### config.mk
export PLATFORM = sky130hd
export DESIGN_NAME = dynode_event_packer
export DESIGN_NICKNAME = d
export VERILOG_FILES = /design/src/rtl/dynode_event_packer.sv
export SDC_FILE = /design/constraint.sdc
export NUM_CORES = 1
export LEC_CHECK = 0
export ABC_AREA = 1
export CAP_MARGIN = 10
export CORE_UTILIZATION = 55
export CTS_BUF_LIST = sky130_fd_sc_hd__clkbuf_8
export DETAILED_ROUTE_END_ITERATION = 10
export MAX_ROUTING_LAYER = met4
export PLACE_DENSITY = 0.78
export SLEW_MARGIN = 15
export SYNTH_ARGS = -nofsm -noshare
export SYNTH_HDL_FRONTEND = slang
export SYNTH_SLANG_ARGS = --single-unit
### constraint.sdc
create_clock -name clk -period 4.2 [get_ports clk]
set_input_delay 1.05 -clock clk [delete_from_list [all_inputs] [get_ports clk]]
set_output_delay 1.05 -clock clk [all_outputs]
set_load 0.02 [all_outputs]
### src/rtl/dynode_event_packer.sv
// dynode_event_packer: buffers corrected dynode events in a small FIFO and serialises each one
// into a 16-bit word packet on a valid/ready port. Define DYN_PACK_CHECK_EN to add the fourth check word.
module dynode_event_packer #(
    parameter int unsigned FIFO_DEPTH = 8,
    parameter logic [3:0]  CHANNEL_ID = 4'h0
) (
    input  logic        clk,
    input  logic        reset_n,
    input  logic [11:0] dyn_enecor,
    input  logic [23:0] dyn_evntim,
    input  logic [7:0]  pulookup,
    input  logic        enecor_load,
    input  logic        rd_ready,
    output logic [15:0] rd_data,
    output logic        rd_valid,
    output logic        rd_last,
    output logic [6:0]  fifo_count,
    output logic        fifo_full,
    output logic [7:0]  overflow_cnt
);

`ifdef DYN_PACK_CHECK_EN
    localparam int unsigned ENTRY_W = 44;
`else
    localparam int unsigned ENTRY_W = 36;
`endif
    localparam int unsigned PTR_W     = $clog2(FIFO_DEPTH);
    localparam logic [6:0]  DEPTH_CNT = 7'(FIFO_DEPTH);

    typedef enum logic [2:0] {
        IDLE = 3'd0,
        S_W0 = 3'd1,
        S_W1 = 3'd2,
`ifdef DYN_PACK_CHECK_EN
        S_W2 = 3'd3,
        S_W3 = 3'd4
`else
        S_W2 = 3'd3
`endif
    } state_t;

    state_t               state;
    state_t               state_nxt;
    logic                 run_en;
    logic [PTR_W-1:0]     wr_ptr;
    logic [PTR_W-1:0]     rd_ptr;
    logic [ENTRY_W-1:0]   mem [FIFO_DEPTH];
    logic [ENTRY_W-1:0]   wr_entry;
    logic [ENTRY_W-1:0]   head;
    logic                 push;
    logic                 drop;
    logic                 rd_hs;
    logic                 pop;
    logic                 more_events;
    logic [15:0]          word0;
    logic [15:0]          word1;
    logic [15:0]          word2;
`ifdef DYN_PACK_CHECK_EN
    logic [15:0]          word3;
`else
    logic                 unused_tim_lo;
`endif

    // NOTE: reset asserts asynchronously but releases through this flop, so nothing is
    // written until the second edge after reset_n rises.
    always_ff @(posedge clk or negedge reset_n) begin
        if (!reset_n) begin
            run_en <= 1'b0;
        end else begin
            run_en <= 1'b1;
        end
    end

    // Fullness comes from the registered count, so a same-cycle pop never makes room.
    assign fifo_full = (fifo_count == DEPTH_CNT);
    assign push      = enecor_load & ~fifo_full & run_en;
    assign drop      = enecor_load &  fifo_full & run_en;
    assign rd_hs     = rd_valid & rd_ready;
    assign pop       = rd_hs & rd_last;
    assign more_events = (fifo_count > 7'd1);

`ifdef DYN_PACK_CHECK_EN
    assign wr_entry = {pulookup, dyn_enecor, dyn_evntim};
`else
    assign wr_entry      = {pulookup, dyn_enecor, dyn_evntim[23:8]};
    assign unused_tim_lo = ^dyn_evntim[7:0];
`endif

    // NOTE: the storage array has no reset; the pointers and count alone decide what is valid.
    always_ff @(posedge clk) begin
        if (push) begin
            mem[wr_ptr] <= wr_entry;
        end
    end

    always_ff @(posedge clk or negedge reset_n) begin
        if (!reset_n) begin
            wr_ptr       <= '0;
            rd_ptr       <= '0;
            fifo_count   <= '0;
            overflow_cnt <= '0;
        end else begin
            if (push) begin
                wr_ptr <= wr_ptr + PTR_W'(1);
            end
            if (pop) begin
                rd_ptr <= rd_ptr + PTR_W'(1);
            end
            case ({push, pop})
                2'b10:   fifo_count <= fifo_count + 7'd1;
                2'b01:   fifo_count <= fifo_count - 7'd1;
                default: fifo_count <= fifo_count;
            endcase
            if (drop && (overflow_cnt != 8'hFF)) begin
                overflow_cnt <= overflow_cnt + 8'd1;
            end
        end
    end

    // Packet words are formed directly from the head entry.
    assign head  = mem[rd_ptr];
    assign word0 = {4'hA, CHANNEL_ID, head[ENTRY_W-1 -: 8]};
    assign word1 = {4'h0, head[ENTRY_W-9 -: 12]};
    assign word2 = head[ENTRY_W-21 -: 16];
`ifdef DYN_PACK_CHECK_EN
    assign word3 = {head[7:0], 8'h00} ^ word0 ^ word1 ^ word2;
`endif

    always_ff @(posedge clk or negedge reset_n) begin
        if (!reset_n) begin
            state <= IDLE;
        end else begin
            state <= state_nxt;
        end
    end

    // NOTE: every combinational output gets a default first so no latch is inferred.
    always_comb begin
        state_nxt = state;
        case (state)
            IDLE: if (fifo_count != 7'd0) state_nxt = S_W0;
            S_W0: if (rd_hs) state_nxt = S_W1;
            S_W1: if (rd_hs) state_nxt = S_W2;
`ifdef DYN_PACK_CHECK_EN
            S_W2: if (rd_hs) state_nxt = S_W3;
            S_W3: if (rd_hs) state_nxt = more_events ? S_W0 : IDLE;
`else
            S_W2: if (rd_hs) state_nxt = more_events ? S_W0 : IDLE;
`endif
            default: state_nxt = IDLE;
        endcase
    end

    always_comb begin
        rd_valid = 1'b0;
        rd_last  = 1'b0;
        rd_data  = 16'h0000;
        case (state)
            S_W0: begin
                rd_valid = 1'b1;
                rd_data  = word0;
            end
            S_W1: begin
                rd_valid = 1'b1;
                rd_data  = word1;
            end
`ifdef DYN_PACK_CHECK_EN
            S_W2: begin
                rd_valid = 1'b1;
                rd_data  = word2;
            end
            S_W3: begin
                rd_valid = 1'b1;
                rd_last  = 1'b1;
                rd_data  = word3;
            end
`else
            S_W2: begin
                rd_valid = 1'b1;
                rd_last  = 1'b1;
                rd_data  = word2;
            end
`endif
            default: begin
                rd_valid = 1'b0;
                rd_last  = 1'b0;
                rd_data  = 16'h0000;
            end
        endcase
    end

endmodule
== Word-level counts from Yosys, hierarchy flattened ==
Memories as Yosys holds them, arrays and structs flattened.
Index checks and enable logic that the tools add are counted.
Widths: inputs -> output; s select.
Storage, ports and cells
  output and inout bits: 34
  register bits: 25
  memories kept: 1
  memory bits (writable): 288
Operators by class
  equal/unequal tests: 11
  bitwise logic cells: 7
  add/sub/neg operators: 5
  mux-type cells: 12
  order comparisons: 1
  reduce and logical (&&, ||, !) cells: 6
Memory list
  mem: words 8, width 36, rd ports 1, clocked after Yosys merged registers in 0, write ports 1, RTL line 47  | logic [ENTRY_W-1:0] mem [FIFO_DEPTH];
Operators by type and width (number)
  $pmux 16 s3: 1
  $pmux 7 s2: 1
  $mux 3: 4
  $pmux 3 s4: 1
  $add 8x1->8 const B: 1
  $ne 2x2->1 const B: 4
  $ne 8x8->1 const B: 1
  $add 7x1->7 const B: 1
  $eq 7x4->1 const B: 1
  $gt 7x1->1 const B: 1
  $reduce_bool 7->1: 1
  $sub 7x1->7 const B: 1
  $add 3x1->3 const B: 2
  $and 1x1->1: 6
  $eq 3x2->1 const B: 2
  $mux 1: 5
  $reduce_and 4->1: 1
  $eq 3x1->1 const B: 1
  $logic_not 3->1: 1
  $reduce_or 3->1: 1
  $eq 2x1->1 const B: 1
  $eq 2x2->1 const B: 1
  $reduce_bool 2->1: 1
  $logic_and 1x1->1: 1
  $not 1->1: 1

== Logic depth before layout (Yosys ltp) ==
  depth after elaboration: 7
  depth in mapped cells: 15

== Worst setup path after synthesis ==
No wires, ideal clock.
  path type: in2reg
  start point: in enecor_load
  end point: mem mem[0][0] (enable)
  setup time: 0.429 ns
  required time: 3.771 ns
  setup slack: 0.591 ns
  stages on the path: 5
  arrival time: 3.180 ns
  cell sequence: nand2_1 > nor2_4 > inv_1 > or2_2 > nor2_1
Between the ends
  cells in the longest elaborated chain, start to end: 4
Ends and longest elaborated chain
  start: declaration: RTL line 12  | input logic enecor_load,
  $and 1x1->1 (2 in a row): RTL line 76  | assign push = enecor_load & ~fifo_full & run_en;
  $mux 1: RTL line 91  | if (push) begin
  $mux 1 (implied by the code): RTL line 92  | mem[wr_ptr] <= wr_entry;
  end: declaration: RTL line 47
Every way passes these cells.

== Final worst setup path ==
  start point: reg rd_ptr[0]
  end point: out rd_data[7]
Between the ends
  cells in the longest elaborated chain, start to end: 2
Ends and longest elaborated chain
  start: declaration: RTL line 46  | logic [PTR_W-1:0] rd_ptr;
  start signal: assignment: RTL line 107  | rd_ptr <= rd_ptr + PTR_W'(1);
  $mem_v2 8x36
  $pmux 16 s3: RTL line 158  | case (state)
  end: declaration: RTL line 14  | output logic [15:0] rd_data,
Every way passes these cells.

==> key figures <==
Yosys
  – Leading area contributor after synthesis: edfxtp_1
  – Synth area leaders: edfxtp_1, nand2_1, nand3_1, dfrtp_1, inv_1
  – Mapped Nets: 1,292
  – Area of the mapped netlist: 13,400 µm²
  – Xor and xnor fraction of the mapped netlist area: approximately 1.1%
  – Post-Synthesis Cells: 1,232
  – Primary FF master, synth: edfxtp_1
  – Post-Synth Simple-Gate Area: 18.1%
  – Flops & latches, synth: 312
  – Post-synthesis adder-cell area fraction: 1.12%
  – Post-synthesis mux area share: 0%
  – Post-Syn Area per Cell: between 10 and 15 µm²
  – Ys async rst share: 7.69%
  – Cell variety after synth: 28
  – Post-synth EDFFs: 288
  – Main combinational cell family by area after synthesis: simple AND/OR/NAND/NOR gates
  – Top cell type's share of synthesized area: about 65%
  – Register area share after synthesis: 69.1%
  – Synth warn: 0
  – Post-synthesis compound-gate area fraction: under 10%

Power
  – Internal: 6.16 mW
  – Worst VDD drop: 0.000530 V
  – PwrDens: around 640 nW/µm²
  – Total power: 9.96 mW
  – Sw Ratio: 38.2%
  – Clock share of power: 23.2%
  – Share of power burned in registers: 38.6%
  – Comb pwr share: between 30% and 40%
  – Switching pwr: approximately 3.8 mW
  – Leakage power: 6.19 nW

STA
  – RSZ-0062 raised after global routing: false
  – Setup TNS: 0 ps
  – Max-slew violations: 0
  – Setup Viol. Count Final: 0
  – Max-slew headroom: 54.6%
  – Slew of the pin with the lowest slew margin: 681 ps
  – Clock Skew: 34.6 ps
  – Crit path time final: 4020 ps
  – Final Cycle Share: 95.8%
  – Max Clk Rate: 249 MHz
  – Hold Violations, Final: 0

Status
  – Outcome: finished, final reports clean

CTS
  – Hold buffers post-CTS: 0
  – Clk_lat worst skew: 580 ps
  – CTS Buffer Depth: 3
  – H-tree depth: 2
  – Clk sinks: 312
  – Clk slew on worst S/H paths: 60 ps
  – Root buffer cell: clkbuf_8
  – TritonCTS clock tree: yes
  – Num CTS Buffers: slightly below 50

Setup path
  – Buf/Inv on CP: 4
  – Crit path top cell by count: nand3_1
  – R2r worst-path depth: 9
  – Crit-path max FO: 34
  – Startpoint types: flip-flop
  – Delay-heaviest family, CP: buffers and inverters
  – CP peak stage delay: 630 ps
  – WP data arrival: 2970 ps
  – Critical Path Slowest Stage Cell: dfrtp_4
  – Cell Chain, Critical Path: clkinv_8 -> buf_12 -> nand2_1 -> nand3_1 -> nand3_1 -> nand3_1 -> nand3_1 -> nand2_1 -> inv_1 -> clkdlybuf4s50_1
  – Levels on crit path: 10
  – Crit path kind: reg2out
  – CP Capture Type: output pin
  – Critical Path RT: 3150 ps

Floorplanning
  – Row count: 56
  – Top Ports: 82
  – Die area: 24,900 µm²
  – Chip height: 158 µm
  – Die width: 158 µm
  – Initial core utilization: 56.5%
  – Core Region: 23,700 µm²

Global routing
  – Vias in the first global route: 9,028
  – Initial antenna violation count: 1
  – GRT Resource Usage Total: 25.4%
  – Largest net degree at the start of global routing: between 100 and 150
  – First-pass GRT wire length: 46.2 mm
  – Total grt overflow: 0

Final layout
  – Layout area overhead: 15.8%
  – Multi-input gate area: 3270 µm²
  – Fillers: about 1,800
  – FF+latch area: 9250 µm²
  – Share of layout cells above drive strength 1: about 7.5%
  – Final-stage net count: roughly 1,400

Hold path
  – Hold Path Class: reg2reg
  – Worst hold path stage count: 1

Job
  – Max cap viols: 0

Drt
  – Routed wire length: 30.0 mm
  – Wirelength per Cell: 17.9 µm
  – Via count: 9,136
  – DR DRC count: 0
  – DRT iter0 DRCs: a little over 800
  – Detail Route Antenna Nets: 0
  – Pre-Repair DR Iteration Count: 5
  – DR vias/cell: roughly 5.5

Placed design
  – Port-buffer cells: between 70 and 80
  – Routability cong.: 0.782
  – Dpl hpwl: around 16 mm
==> cells in the mapped netlist, types with 7 or more instances <==
cell type  count
nand3_1      166
inv_1        154
o21ai_1       17
nand2_1      306
buf_4          8
clkbuf_1      19
edfxtp_1     288
o211ai_1      16
buf_2         24
xnor2_1        7
o21ai_0       42
xor2_1        10
nor2_1       108
ha_1          12
dfrtp_1       24
==> area by class of cell <==
class	instances	share of cell area (%)
clock buffers	50	4.44
diodes	1	0.0162
repair buffers	96	7.09
well taps	319	2.58
multi-input cells	702	21.1
inverters	158	3.91
clock inverters	33	1.11
flip-flops and latches	312	59.8
==> placed cells by master (no fill, tap or decap), types with 12 or more instances in the layout <==
cell type / Yosys / routed
nand3_1: 166 / 166
clkdlybuf4s50_1: 0 / 73
o21ai_0: 42 / 42
inv_1: 154 / 164
edfxtp_1: 288 / 288
nor2_1: 108 / 100
o211ai_1: 16 / 16
nand2_1: 306 / 306
dfrtp_1: 24 / 22
o21ai_1: 17 / 17
clkbuf_8: 0 / 51
ha_1: 12 / 12
buf_12: 0 / 12
==> registers in the layout, summed over array words and instances (netlist names) <==
register,flops
mem,288
rd_ptr,3
overflow_cnt,8
state,2
run_en,1
fifo_count,7
wr_ptr,3
==> cell families (layout without fill, tap and decap cells) <==
| family | Yosys count | after routing |
|---|---|---|
| AO/OA/AOI/OAI | 87 | 87 |
| other | 1 | 2 |
| buffers and inverters | 218 | 337 |
| adder cells (fa/ha/maj) | 12 | 12 |
| XOR/XNOR | 17 | 17 |
| flip-flops | 312 | 312 |
| AND/OR/NAND/NOR | 585 | 585 |
==> power groups by stage <==
stage | clock network, mW | logic, mW | registers, mW
after global routing | 2.48 | 4.18 | 3.87
final | 2.31 | 3.81 | 3.85
after detailed placement | 0 | 3.68 | 3.91
after floorplan | 0 | 2.42 | 3.86
after CTS | 2.34 | 3.70 | 3.85
after global placement | 0 | 3.58 | 3.90
==> metrics by stage <==
| step | cell area [µm²] | util [%] | hold WS [ps] | instances | worst slack, ps |
|---|---|---|---|---|---|
| after floorplan | 13400 | - | 492 | 1232 | 591 |
| after global placement | 14600 | 61.5 | 509 | 1585 | 644 |
| after detailed placement | 14600 | 61.5 | 518 | 1585 | 615 |
| after CTS | 15400 | 65.1 | 524 | 1668 | 12.0 |
| after global routing | 15500 | 65.4 | 553 | 1671 | 28.4 |
| final | 15500 | 65.4 | 522 | 1671 | 178 |
==> worst paths after layout <==
path / endpoint / slack [ps] / start
setup / recovery: rd_data[7] / 180 / rd_ptr[0]
hold / removal: overflow_cnt[0] / 520 / overflow_cnt[0]
setup reg to reg: mem[0][23] / 1610 / fifo_count[0]
hold reg to reg: overflow_cnt[0] / 520 / overflow_cnt[0]
max in group asynchronous: rd_ptr[0] / 3080 / reset_n
min in group asynchronous: wr_ptr[2] / 840 / reset_n
==> repair_timing <==
item,in CTS,in global routing
buffers inserted,0,1
setup endpoints to repair,0,12
resized for setup,0,4
==> routing by layer <==
metal,vias up,track usage [%],part of all wire (%)
li1,4274,-,-
met1,4386,31.1,40
met2,395,42.1,49
met3,81,4.35,8.6
met4,0,10.4,2.7
met5,-,-,0
Note: power is estimated with default switching activity, not from simulation.
